[src/rtl/ram_arb_pkg.sv]
// Shared types and default sizes for the frame-buffer RAM port arbiter.
package ram_arb_pkg;

    typedef enum logic [1:0] {
        REQ_NONE,
        REQ_VGA,
        REQ_WR,
        REQ_RD
    } requester_t;

    localparam int DEF_ADDR_BITS  = 21;
    localparam int DEF_DATA_WIDTH = 8;

endpackage

[src/rtl/starve_counter.sv]
// Saturating wait counter: counts cycles a request waits ungranted, flags MAX_WAIT-1.
module starve_counter #(
    parameter int MAX_WAIT = 16
) (
    input  logic clk,
    input  logic rst,
    input  logic req,
    input  logic gnt,
    output logic sat
);

    localparam logic [7:0] SAT_VAL = 8'(MAX_WAIT - 1);

    logic [7:0] cnt;

    always_ff @(posedge clk) begin
        if (rst) begin
            cnt <= '0;
        end else if (!req || gnt) begin
            cnt <= '0;
        end else if (cnt != SAT_VAL) begin
            cnt <= cnt + 8'd1;
        end
    end

    // Gated with req so a stale count never wins a grant for an idle requester.
    assign sat = req && (cnt == SAT_VAL);

endmodule

[src/rtl/ram_port_arbiter.sv]
// Single-port RAM arbiter: VGA fetch, serial write and serial dump share one port.
// Optional starvation guard enabled by defining ARB_STARVE_GUARD_EN.
module ram_port_arbiter
    import ram_arb_pkg::*;
#(
    parameter int ADDR_BITS  = DEF_ADDR_BITS,
    parameter int DATA_WIDTH = DEF_DATA_WIDTH,
    parameter int MAX_WAIT   = 16
) (
    input  logic                  clk,
    input  logic                  rst,
    input  logic                  vga_req,
    input  logic [ADDR_BITS-1:0]  vga_addr,
    output logic                  vga_gnt,
    output logic                  vga_rvalid,
    input  logic                  wr_req,
    input  logic [ADDR_BITS-1:0]  wr_addr,
    input  logic [DATA_WIDTH-1:0] wr_data,
    output logic                  wr_gnt,
    input  logic                  rd_req,
    input  logic [ADDR_BITS-1:0]  rd_addr,
    output logic                  rd_gnt,
    output logic                  rd_rvalid,
    output logic [DATA_WIDTH-1:0] rdata,
    output logic [ADDR_BITS-1:0]  ram_addr,
    output logic [DATA_WIDTH-1:0] ram_wdata,
    output logic                  ram_we,
    output logic                  ram_re,
    input  logic [DATA_WIDTH-1:0] ram_rdata
);

    if (MAX_WAIT < 2 || MAX_WAIT > 255) begin : g_bad_max_wait
        $error("MAX_WAIT must be in 2..255");
    end

    requester_t winner;
    logic       rr_ptr;      // 0: wr favoured on a tie, 1: rd favoured
    logic       wr_sat;
    logic       rd_sat;
    logic       vga_vld_p1;
    logic       rd_vld_p1;

`ifdef ARB_STARVE_GUARD_EN
    starve_counter #(.MAX_WAIT(MAX_WAIT)) u_wr_wait (
        .clk (clk),
        .rst (rst),
        .req (wr_req),
        .gnt (wr_gnt),
        .sat (wr_sat)
    );

    starve_counter #(.MAX_WAIT(MAX_WAIT)) u_rd_wait (
        .clk (clk),
        .rst (rst),
        .req (rd_req),
        .gnt (rd_gnt),
        .sat (rd_sat)
    );
`else
    assign wr_sat = 1'b0;
    assign rd_sat = 1'b0;
`endif

    // Arbitration: starved wr/rd over VGA, VGA over wr/rd, round-robin between wr and rd.
    always_comb begin
        winner = REQ_NONE;
        if (rst) begin
            winner = REQ_NONE;
        end else if (wr_sat && rd_sat) begin
            winner = rr_ptr ? REQ_RD : REQ_WR;
        end else if (wr_sat) begin
            winner = REQ_WR;
        end else if (rd_sat) begin
            winner = REQ_RD;
        end else if (vga_req) begin
            winner = REQ_VGA;
        end else if (wr_req && rd_req) begin
            winner = rr_ptr ? REQ_RD : REQ_WR;
        end else if (wr_req) begin
            winner = REQ_WR;
        end else if (rd_req) begin
            winner = REQ_RD;
        end
    end

    always_comb begin
        vga_gnt  = 1'b0;
        wr_gnt   = 1'b0;
        rd_gnt   = 1'b0;
        ram_we   = 1'b0;
        ram_re   = 1'b0;
        ram_addr = '0;
        case (winner)
            REQ_VGA: begin
                vga_gnt  = 1'b1;
                ram_re   = 1'b1;
                ram_addr = vga_addr;
            end
            REQ_WR: begin
                wr_gnt   = 1'b1;
                ram_we   = 1'b1;
                ram_addr = wr_addr;
            end
            REQ_RD: begin
                rd_gnt   = 1'b1;
                ram_re   = 1'b1;
                ram_addr = rd_addr;
            end
            default: ;
        endcase
    end

    assign ram_wdata = wr_data;

    always_ff @(posedge clk) begin
        if (rst) begin
            rr_ptr <= 1'b0;
        end else if (winner == REQ_WR || winner == REQ_RD) begin
            rr_ptr <= ~rr_ptr;
        end
    end

    // Stage p1: read response returns one cycle after the grant.
    always_ff @(posedge clk) begin
        if (rst) begin
            vga_vld_p1 <= 1'b0;
            rd_vld_p1  <= 1'b0;
        end else begin
            vga_vld_p1 <= (winner == REQ_VGA);
            rd_vld_p1  <= (winner == REQ_RD);
        end
    end

    // A response in flight when rst rises is dropped in that same cycle.
    assign vga_rvalid = vga_vld_p1 && !rst;
    assign rd_rvalid  = rd_vld_p1 && !rst;
    assign rdata      = ram_rdata;

endmodule

[config.mk]
export PLATFORM = sky130hd
export DESIGN_NAME = ram_port_arbiter
export DESIGN_NICKNAME = d
export VERILOG_FILES = /design/src/rtl/ram_arb_pkg.sv /design/src/rtl/starve_counter.sv /design/src/rtl/ram_port_arbiter.sv
export SDC_FILE = /design/constraint.sdc
export NUM_CORES = 1
export LEC_CHECK = 0
export BUFFER_PORTS_ARGS = -buffer_cell sky130_fd_sc_hd__buf_2
export CORE_ASPECT_RATIO = 1.25
export CORE_UTILIZATION = 27
export CTS_BUF_LIST = sky130_fd_sc_hd__clkbuf_16
export CTS_CLUSTER_SIZE = 20
export DETAILED_ROUTE_END_ITERATION = 8
export PLACE_DENSITY = 0.93
export SYNTH_ARGS = -nofsm -noshare
export SYNTH_HDL_FRONTEND = slang
export SYNTH_SLANG_ARGS = --single-unit
[constraint.sdc]
create_clock -name clk -period 1.7 [get_ports clk]
set_input_delay 0.085 -clock clk [delete_from_list [all_inputs] [get_ports clk]]
set_output_delay 0.085 -clock clk [all_outputs]
set_load 0.03 [all_outputs]
Yosys cells after proc, flatten, opt, wreduce, memory -nomap -nowiden
Cells that the tools add are included.

Register bits: 3. Output and inout port bits: 44. Logic and storage cells: 24.

Muxes and demuxes: 11. Eq/ne operators: 3. Bitwise operators: 1. Reductions and logical operators: 6.

Operator list (count): $pmux 21 s3 (1); $mux 2 (5); $mux 1 (5); $eq 2x2->1 const B (2); $logic_and 1x1->1 (3); $eq 2x1->1 const B (1); $reduce_or 2->1 (1); $logic_not 1->1 (1); $logic_or 1x1->1 (1); $not 1->1 (1).

Longest topological paths before layout
Gate-level depths: netlist (run 1).

Word-level depth: 8. Mapped depth: 4.

Least setup slack after synthesis (run 1)
Ideal clock, no wire load.

Path type: register -> output. Start: reg rr_ptr. End: out ram_addr[10]. Path slack: 0.357 ns. Data arrival time: 1.258 ns. Cell stages (with the launch flop): 5. Cell sequence: dfxtp_1 nand2b_1 and3_4 buf_6 a221o_1.

Longest elaborated chain between the ends: 6. Elaborated cells on any way between the ends: 8.

RTL lines: start, declared (RTL line ram_port_arbiter.sv:37) `logic rr_ptr;`; start signal, assigned (RTL line ram_port_arbiter.sv:119) `rr_ptr <= ~rr_ptr;`; $mux 1 * (RTL line ram_port_arbiter.sv:78) `winner = rr_ptr ? REQ_RD : REQ_WR;`; $mux 2 * (RTL line ram_port_arbiter.sv:77) `end else if (wr_req && rd_req) begin`; $mux 2 * (RTL line ram_port_arbiter.sv:75) `end else if (vga_req) begin`; $mux 2 * (RTL line ram_port_arbiter.sv:67) `if (rst) begin`; $eq 2x2->1 / $eq 2x1->1 (equally long branches) (RTL line ram_port_arbiter.sv:93) `case (winner)`; $pmux 21 s3 * (RTL line ram_port_arbiter.sv:93); end, declared (RTL line ram_port_arbiter.sv:25) `output logic [ADDR_BITS-1:0] ram_addr,`.

Mark *: on every way between the ends. The rest lies on a longest branch, timed or not.

Worst setup path in the final report (run 1)
Start: reg rr_ptr. End: out ram_addr[4].

The elaborated chain is that of the path after synthesis.

==> qor.csv, run 1 <==
metric,value,unit
ys_async_sr_fraction,0,
p_sw_frac,0.316,
hp-start,rst,
tightest_slew,248,ps
ir_worst_vdd,0.000819,V
worst_path_max_delay_cell,a221o_1,
synth_seq_cells,3,
pwr-share-comb,0.400,
synth_nets,168,
synth_cell_types,18,
start_util,0.295,
drt-pass1-iter-count,3,
synth-edff-count,0,
r2r-end,rr_ptr$_SDFFE_PP0P_,
ys_seq_area_frac,0.0901,
finalInstanceArea,1120,sq um
slew_viol_final,0,
synth_area_leader_cell,a221o_1,
antenna_found_initial,0,
grt_overflow,0,
holdPathStages,2,
dp_slack,331,ps
synth_cells,84,
grt_start_max_net_pins,23,
grt_pass1_vias,794,
grt_pass1_wl,3.13,mm
final_nets,249,
crit_required,1620,ps
ctsHtreeMaxLevel,1,
hp-class,in -> reg,
whs,104,ps
worstPathMaxFanout,22,
cellPowerDensity,667,nW/um^2
synthFlopType,dfxtp_1,
diodes,0,
postRouteAntennaNets,0,
hold_buffers,0,
min_to,rr_ptr$_SDFFE_PP0P_,
placed_area,1040,sq um
core,2260,sq um
r2r_cells,2,
setup_ws,89.9,ps
hpwlAfterDp,1.96,mm
crit_arrival,1530,ps
io_pins,128,
skew,0.636,ps
fmaxAchievable,621,MHz
root_buffer,clkbuf_16,
synth_top_cell_area_share,0.315,
r2r_slack,820,ps
vias,924,
syn_to_final_growth,68.1,%
fin_crit_sh,0.947,
die_x,46.5,um
cts_tree,built,
crit_chain,nand2b_1 -> and3_4 -> a221o_1 -> buf_2,
status,"finished, final reports clean",
clock_sinks,3,
endpoint_kind,output pin,
p_leak,0.669,nW
die_h,57.6,um
wirelength,2.31,mm
post_drt_wl_per_cell,11.8,um
hold_violations,0,
clockBufferDepth,2,
relSlewSlack,0.835,
via_per_inst,4.74,
port-buffer-count,95,
path_buf_inv,1,
cts_buffers,3,
start_kind,register,
post-cts-setup-buffers,0,
rsz0062_at_grt,no,
yosys_warnings,0,
critPathLaunch,rr_ptr$_SDFFE_PP0P_,
synth.area.top_cells,"a221o_1, and2_1, buf_4, dfxtp_1, buf_6",
syn_area,667,sq um
p_int,0.512,mW
clk_pin_slew_worst_paths,30,ps
power_switching,0.236,mW
slowest_delay,380,ps
r2r-start,rr_ptr$_SDFFE_PP0P_,
min_period,1610,ps
floorplan.rows,19,
p_clk_frac,0.498,
drive_above_1_share,0.634,
finalSetupViolations,0,
critical_path_class,reg -> out,
path_delay_family,simple AND/OR/NAND/NOR gates,
syn_avg_cell_area,7.94,sq um
drv_cap,0,
drt_iter0_drc,14,
clkLatencyLatePin,230,ps
drc_errors,0,
grtUsageTotal,0.162,
ys_top_cells_by_count,"a221o_1, and2_1, buf_4",
pwr-share-seq,0.102,
dieArea,2670,sq um
place_congestion,0.701,
fin_setup_tns,0,ps
cts.repair.resized,0,
==> area by class of cell <==
type                       count  area, sq um
clock buffer                   3         75.1
clock inverter                 1         3.75
fill                         227         1140
multi-input combinational     58          438
sequential                     3         60.1
tap                           31         38.8
timing repair buffer          99          505
==> power groups by stage <==
| stage | sequential [mW] | combinational (mW) | clock (mW) |
|---|---|---|---|
| after floorplan | 0.0771 | 0.247 | 0 |
| after global placement | 0.0772 | 0.298 | 0 |
| after detailed placement | 0.0775 | 0.301 | 0 |
| after CTS | 0.0765 | 0.301 | 0.381 |
| after global routing | 0.0770 | 0.322 | 0.385 |
| final | 0.0765 | 0.299 | 0.373 |
==> metrics by stage <==
step	util	std cells	power, mW
floorplan	-	84	0.324
global placement	0.461	191	0.375
detailed placement	0.461	191	0.378
CTS	0.496	195	0.758
global route	0.496	195	0.784
finish	0.496	195	0.748
==> layer usage <==
| layer | up-vias | track usage | share of wire |
|---|---|---|---|
| met5 | - | 0 | 0 |
| met4 | 0 | 0.0840 | 0.018 |
| met3 | 6 | 0.0222 | 0.091 |
| met2 | 65 | 0.321 | 0.54 |
| met1 | 395 | 0.144 | 0.35 |
| li1 | 458 | - | - |
==> sequential cells by signal, summed over array words and instances, names as in the netlist <==
name / flops
rd_vld_p1: 1
rr_ptr: 1
vga_vld_p1: 1
==> worst max-delay path by stage <==
| stage | to | slack, ps | depth (start not counted) |
|---|---|---|---|
| 4_1_cts | ram_addr[12] | 90 | 4 |
| 3_3_place_gp | ram_addr[4] | 350 | 4 |
| 2_1_floorplan | ram_addr[10] | 360 | 4 |
| 3_5_place_dp | ram_addr[12] | 330 | 4 |
| 6_report | ram_addr[4] | 90 | 4 |
| 5_1_grt | ram_addr[4] | 40 | 4 |
==> layout by cell type, fill, tap and decap left out <==
master,n
a21oi_1,2
a221o_1,21
and2_1,21
and2b_1,2
and3_1,2
and3_4,1
buf_2,95
buf_4,4
clkbuf_16,3
dfxtp_1,3
inv_1,1
nand2_1,1
nand2b_1,1
nor2_1,2
nor2_2,1
nor2b_1,2
o21ai_0,1
or3_1,1
==> kinds of logic (layout without fill, tap and decap cells) <==
group / after synthesis / in the layout / share of synthesized area
compound gates: 24 / 24 / 0.338
simple gates: 34 / 34 / 0.319
flops: 3 / 3 / 0.0901
buf+inv: 23 / 103 / 0.253
Note: power is estimated with default switching activity, not from simulation.
==> run 2: changes to the inputs <==
--- a/config.mk
+++ b/config.mk
@@ -12,6 +12,7 @@
 export CTS_CLUSTER_SIZE = 20
 export DETAILED_ROUTE_END_ITERATION = 8
 export PLACE_DENSITY = 0.93
+export RECOVER_POWER = 50
 export SYNTH_ARGS = -nofsm -noshare
 export SYNTH_HDL_FRONTEND = slang
 export SYNTH_SLANG_ARGS = --single-unit
==> constraint.sdc (replaced) <==
create_clock -name clk -period 2 [get_ports clk]
set_input_delay 0.1 -clock clk [delete_from_list [all_inputs] [get_ports clk]]
set_output_delay 0.1 -clock clk [all_outputs]
set_load 0.03 [all_outputs]
==> qor.csv, run 2 (synthesis gave the netlist of run 1 again) <==
metric,value,unit
hp-start,vga_req,
dp_slack,610,ps
p_leak,0.651,nW
dieArea,2670,sq um
rsz0062_at_grt,no,
min_to,vga_vld_p1$_SDFF_PP0_,
top_regs,"rd_vld_p1 x1, rr_ptr x1, vga_vld_p1 x1",
hold_violations,0,
endpoint_kind,output pin,
grt_overflow,0,
fmaxAchievable,618,MHz
p_sw_frac,0.318,
r2r-start,rr_ptr$_SDFFE_PP0P_,
post-cts-setup-buffers,0,
core,2260,sq um
final_common_cell,buf_2,
diodes,0,
skew,0.124,ps
grt_pass1_wl,3.20,mm
ctsHtreeMaxLevel,1,
r2r_slack,1120,ps
vias,957,
syn_to_final_growth,67.2,%
drc_errors,0,
multi_input_area,438,sq um
p_int,0.434,mW
layout_common_cells,"buf_2, and2_1, a221o_1",
crit_required,1900,ps
clock_sinks,3,
place_congestion,0.701,
floorplan.rows,19,
pwr-share-seq,0.102,
seq_area,60.1,sq um
cellPowerDensity,570,nW/um^2
drt_iter0_drc,23,
slew_viol_final,0,
final_nets,249,
postRouteAntennaNets,0,
cts_buffers,3,
wirelength,2.35,mm
min_period,1620,ps
start_util,0.295,
finalSetupViolations,0,
die_x,46.5,um
power_switching,0.202,mW
ir_worst_vdd,0.000695,V
fin_crit_sh,0.808,
die_h,57.6,um
start_kind,register,
critical_path_class,reg -> out,
hp-class,in -> reg,
hpwlAfterDp,1.99,mm
hold_buffers,0,
p_clk_frac,0.500,
via_per_inst,4.91,
antenna_found_initial,0,
drive_above_1_share,0.604,
drt-pass1-iter-count,4,
grt_start_max_net_pins,23,
drv_cap,0,
crit_arrival,1520,ps
clk_pin_slew_worst_paths,30,ps
r2r_cells,2,
holdPathStages,2,
clkLatencyLatePin,230,ps
setup_ws,383,ps
pwr-share-comb,0.397,
cts.repair.resized,0,
post_drt_wl_per_cell,12.1,um
grt_pass1_vias,789,
cts_tree,built,
status,"finished, final reports clean",
relSlewSlack,0.757,
root_buffer,clkbuf_16,
grtUsageTotal,0.169,
fin_setup_tns,0,ps
worstPathMaxFanout,22,
clockBufferDepth,2,
io_pins,128,
fill_cells,233,
port-buffer-count,95,
tightest_slew,366,ps
r2r-end,rr_ptr$_SDFFE_PP0P_,
==> run 2: stage by stage <==
stage / cell area [sq um] / hold slack [ps] / util / cells / total power, mW
after floorplan: 667 / 169 / - / 84 / 0.276
after detailed placement: 1040 / 200 / 0.461 / 191 / 0.321
after global routing: 1110 / 176 / 0.494 / 195 / 0.669
after CTS: 1120 / 118 / 0.496 / 195 / 0.643
final: 1110 / 157 / 0.494 / 195 / 0.635
after global placement: 1040 / 200 / 0.461 / 191 / 0.319
==> run 2: worst max-delay path, cell delays in order (launching register included) <==
cell      delay, ps
dfxtp_1         310
nand2b_1        170
and3_4          260
a221o_1         370
buf_2           180
==> run 2: layout make-up <==
class	count	share of cell area
Clock buffer	3	0.0673
Clock inverter	1	0.00337
Multi-Input combinational cell	58	0.393
Sequential cell	3	0.0539
Tap cell	31	0.0348
Timing Repair Buffer	99	0.448
==> run 2: how the worst max path moves through the flow <==
| stage | endpoint | depth (start not counted) | startpoint |
|---|---|---|---|
| after global placement | ram_addr[4] | 4 | rr_ptr$_SDFFE_PP0P_ |
| final | ram_addr[12] | 4 | rr_ptr$_SDFFE_PP0P_ |
| after detailed placement | ram_addr[4] | 4 | rr_ptr$_SDFFE_PP0P_ |
| after floorplan | ram_addr[10] | 4 | rr_ptr$_SDFFE_PP0P_ |
| after global routing | ram_addr[9] | 4 | rr_ptr$_SDFFE_PP0P_ |
| after CTS | ram_addr[4] | 4 | rr_ptr$_SDFFE_PP0P_ |
==> run 2: metal layers <==
layer,wire [um],global-route usage
met5,0,0
met4,42,0.0840
met3,265,0.0348
met2,1290,0.329
met1,759,0.148
==> run 2: power groups by stage <==
stage / clock network (mW) / registers, mW / logic [mW]
floorplan: 0 / 0.0655 / 0.210
global placement: 0 / 0.0656 / 0.253
detailed placement: 0 / 0.0659 / 0.256
CTS: 0.321 / 0.0651 / 0.256
global route: 0.331 / 0.0654 / 0.273
finish: 0.318 / 0.0651 / 0.252
==> run 3: changes to the inputs <==
--- a/config.mk
+++ b/config.mk
@@ -7,11 +7,11 @@
 export LEC_CHECK = 0
 export BUFFER_PORTS_ARGS = -buffer_cell sky130_fd_sc_hd__buf_2
 export CORE_ASPECT_RATIO = 1.25
-export CORE_UTILIZATION = 27
+export CORE_UTILIZATION = 23
 export CTS_BUF_LIST = sky130_fd_sc_hd__clkbuf_16
 export CTS_CLUSTER_SIZE = 20
 export DETAILED_ROUTE_END_ITERATION = 8
-export PLACE_DENSITY = 0.93
+export PLACE_DENSITY = 0.85
 export RECOVER_POWER = 50
 export SYNTH_ARGS = -nofsm -noshare
 export SYNTH_HDL_FRONTEND = slang
==> constraint.sdc (replaced) <==
create_clock -name clk -period 1.38 [get_ports clk]
set_input_delay 0.069 -clock clk [delete_from_list [all_inputs] [get_ports clk]]
set_output_delay 0.069 -clock clk [all_outputs]
set_load 0.03 [all_outputs]
==> qor.csv, run 3 (synthesis gave the netlist of run 1 again) <==
metric,value,unit
crit_required,1310,ps
ir_worst_vdd,0.000851,V
vias,1041,
crit_chain,nand2_1 -> and3_4 -> buf_6 -> a221o_1 -> buf_6,
die_x,50.2,um
grtUsageTotal,0.211,
hp-class,in -> reg,
finalSetupViolations,21,
via_per_inst,5.05,
clock_sinks,3,
slew_viol_final,0,
endpoint_kind,output pin,
floorplan.rows,21,
antenna_found_initial,0,
crit_top_cell,buf_6,
skew,0.0690,ps
fill_cells,277,
cts_tree,built,
clk_pin_slew_worst_paths,30,ps
start_kind,register,
fmaxAchievable,667,MHz
final_common_cell,buf_2,
core,2710,sq um
drive_above_1_share,0.669,
top_regs,"rd_vld_p1 x1, rr_ptr x1, vga_vld_p1 x1",
drt_iter0_drc,21,
fin_crit_sh,1.09,
hold_violations,0,
fin_total_pwr,1.03,mW
grt_overflow,0,
clkLatencyLatePin,220,ps
dieArea,3120,sq um
cellPowerDensity,757,nW/um^2
relSlewSlack,0.811,
ctsHtreeMaxLevel,1,
grt_pass1_wl,5.02,mm
p_leak,0.738,nW
crit_arrival,1430,ps
die_h,62.2,um
start_util,0.246,
violations,negative setup slack,
min_period,1500,ps
stdcell_count,206,
root_buffer,clkbuf_16,
worst_path_max_delay_cell,dfxtp_2,
hpwlAfterDp,1.93,mm
drt-pass1-iter-count,4,
clockBufferDepth,2,
grt_start_max_net_pins,14,
cts_buffers,3,
worstPathMaxFanout,7,
grt_pass1_vias,1040,
postRouteAntennaNets,0,
layout_common_cells,"buf_2, buf_6, and2_1, a221o_1",
drv_cap,0,
post_drt_wl_per_cell,15.4,um
rsz0062_at_grt,yes,
diodes,0,
status,"finished, violations left",
critical_path_class,reg -> out,
wirelength,3.17,mm
place_congestion,0.714,
syn_to_final_growth,103,%
drc_errors,0,
port-buffer-count,95,
slowest_delay,340,ps
tightest_slew,283,ps
io_pins,128,
fin_setup_tns,-2080,ps
setup_ws,-120,ps
final_nets,257,
dp_cells,194,
## run 3: cell count changes in the layout (fill, tap and decap cells not counted), sizes merged
cell	change
buf	+10
clkbuf	-5
and3	+3
## run 3: metrics by stage
| step | setup slack [ps] | hold slack, ps | utilization | cell area, sq um |
|---|---|---|---|---|
| 6_report | -120 | 84.9 | 0.501 | 1360 |
| 5_1_grt | -149 | 120 | 0.501 | 1360 |
| 4_1_cts | -91.3 | 87.0 | 0.501 | 1360 |
| 3_5_place_dp | 16.6 | 138 | 0.387 | 1050 |
| 3_3_place_gp | 39.4 | 138 | 0.387 | 1050 |
| 2_1_floorplan | 52.7 | 138 | - | 667 |
## run 3: path summary, 6_finish.rpt
check                 startpoint                   to  slack [ps]  cells past startpoint
min                          rst  rr_ptr$_SDFFE_PP0P_          80                      2
max reg2reg  rr_ptr$_SDFFE_PP0P_  rr_ptr$_SDFFE_PP0P_         370                      3
max          rr_ptr$_SDFFE_PP0P_          ram_addr[5]        -120                      5
min reg2reg  rr_ptr$_SDFFE_PP0P_  rr_ptr$_SDFFE_PP0P_         630                      3
## run 3: area by class of cell
cell class	count	area, sq um	area share
clock buffers	3	75.1	0.0554
clock inverters	1	3.75	0.00277
multi-input cells	61	484	0.357
flip-flops and latches	3	61.3	0.0452
well taps	34	42.5	0.0314
repair buffers	104	689	0.508
## run 3: per-layer routing
metal	GRT usage	part of all wire	vias to the layer above
li1	-	-	483
met1	0.219	0.38	473
met2	0.392	0.52	75
met3	0.0392	0.093	10
met4	0.0929	0.013	0
met5	0	0	-
## run 3: critical path: cells and delay by family, from the launching register on
| kind | cells | cell delay (ps) |
|---|---|---|
| AND/OR/NAND/NOR | 2 | 270 |
| AO/OA/AOI/OAI | 1 | 310 |
| buffers and inverters | 2 | 290 |
| flip-flops | 1 | 340 |
## run 3: power by group
group	total [mW]	internal, mW	switching [mW]
sequential	0.0956	0.0928	0.00280
combinational	0.475	0.238	0.237
clock	0.455	0.374	0.0813
## run 3: timing repair
action                                  4_1_cts  5_1_grt
resized for setup                            56        0
hold buffers                                  0        0
cloned                                        5        0
endpoints found under the setup margin       22       21
setup buffers                                 3        0
pin swaps                                    16        0
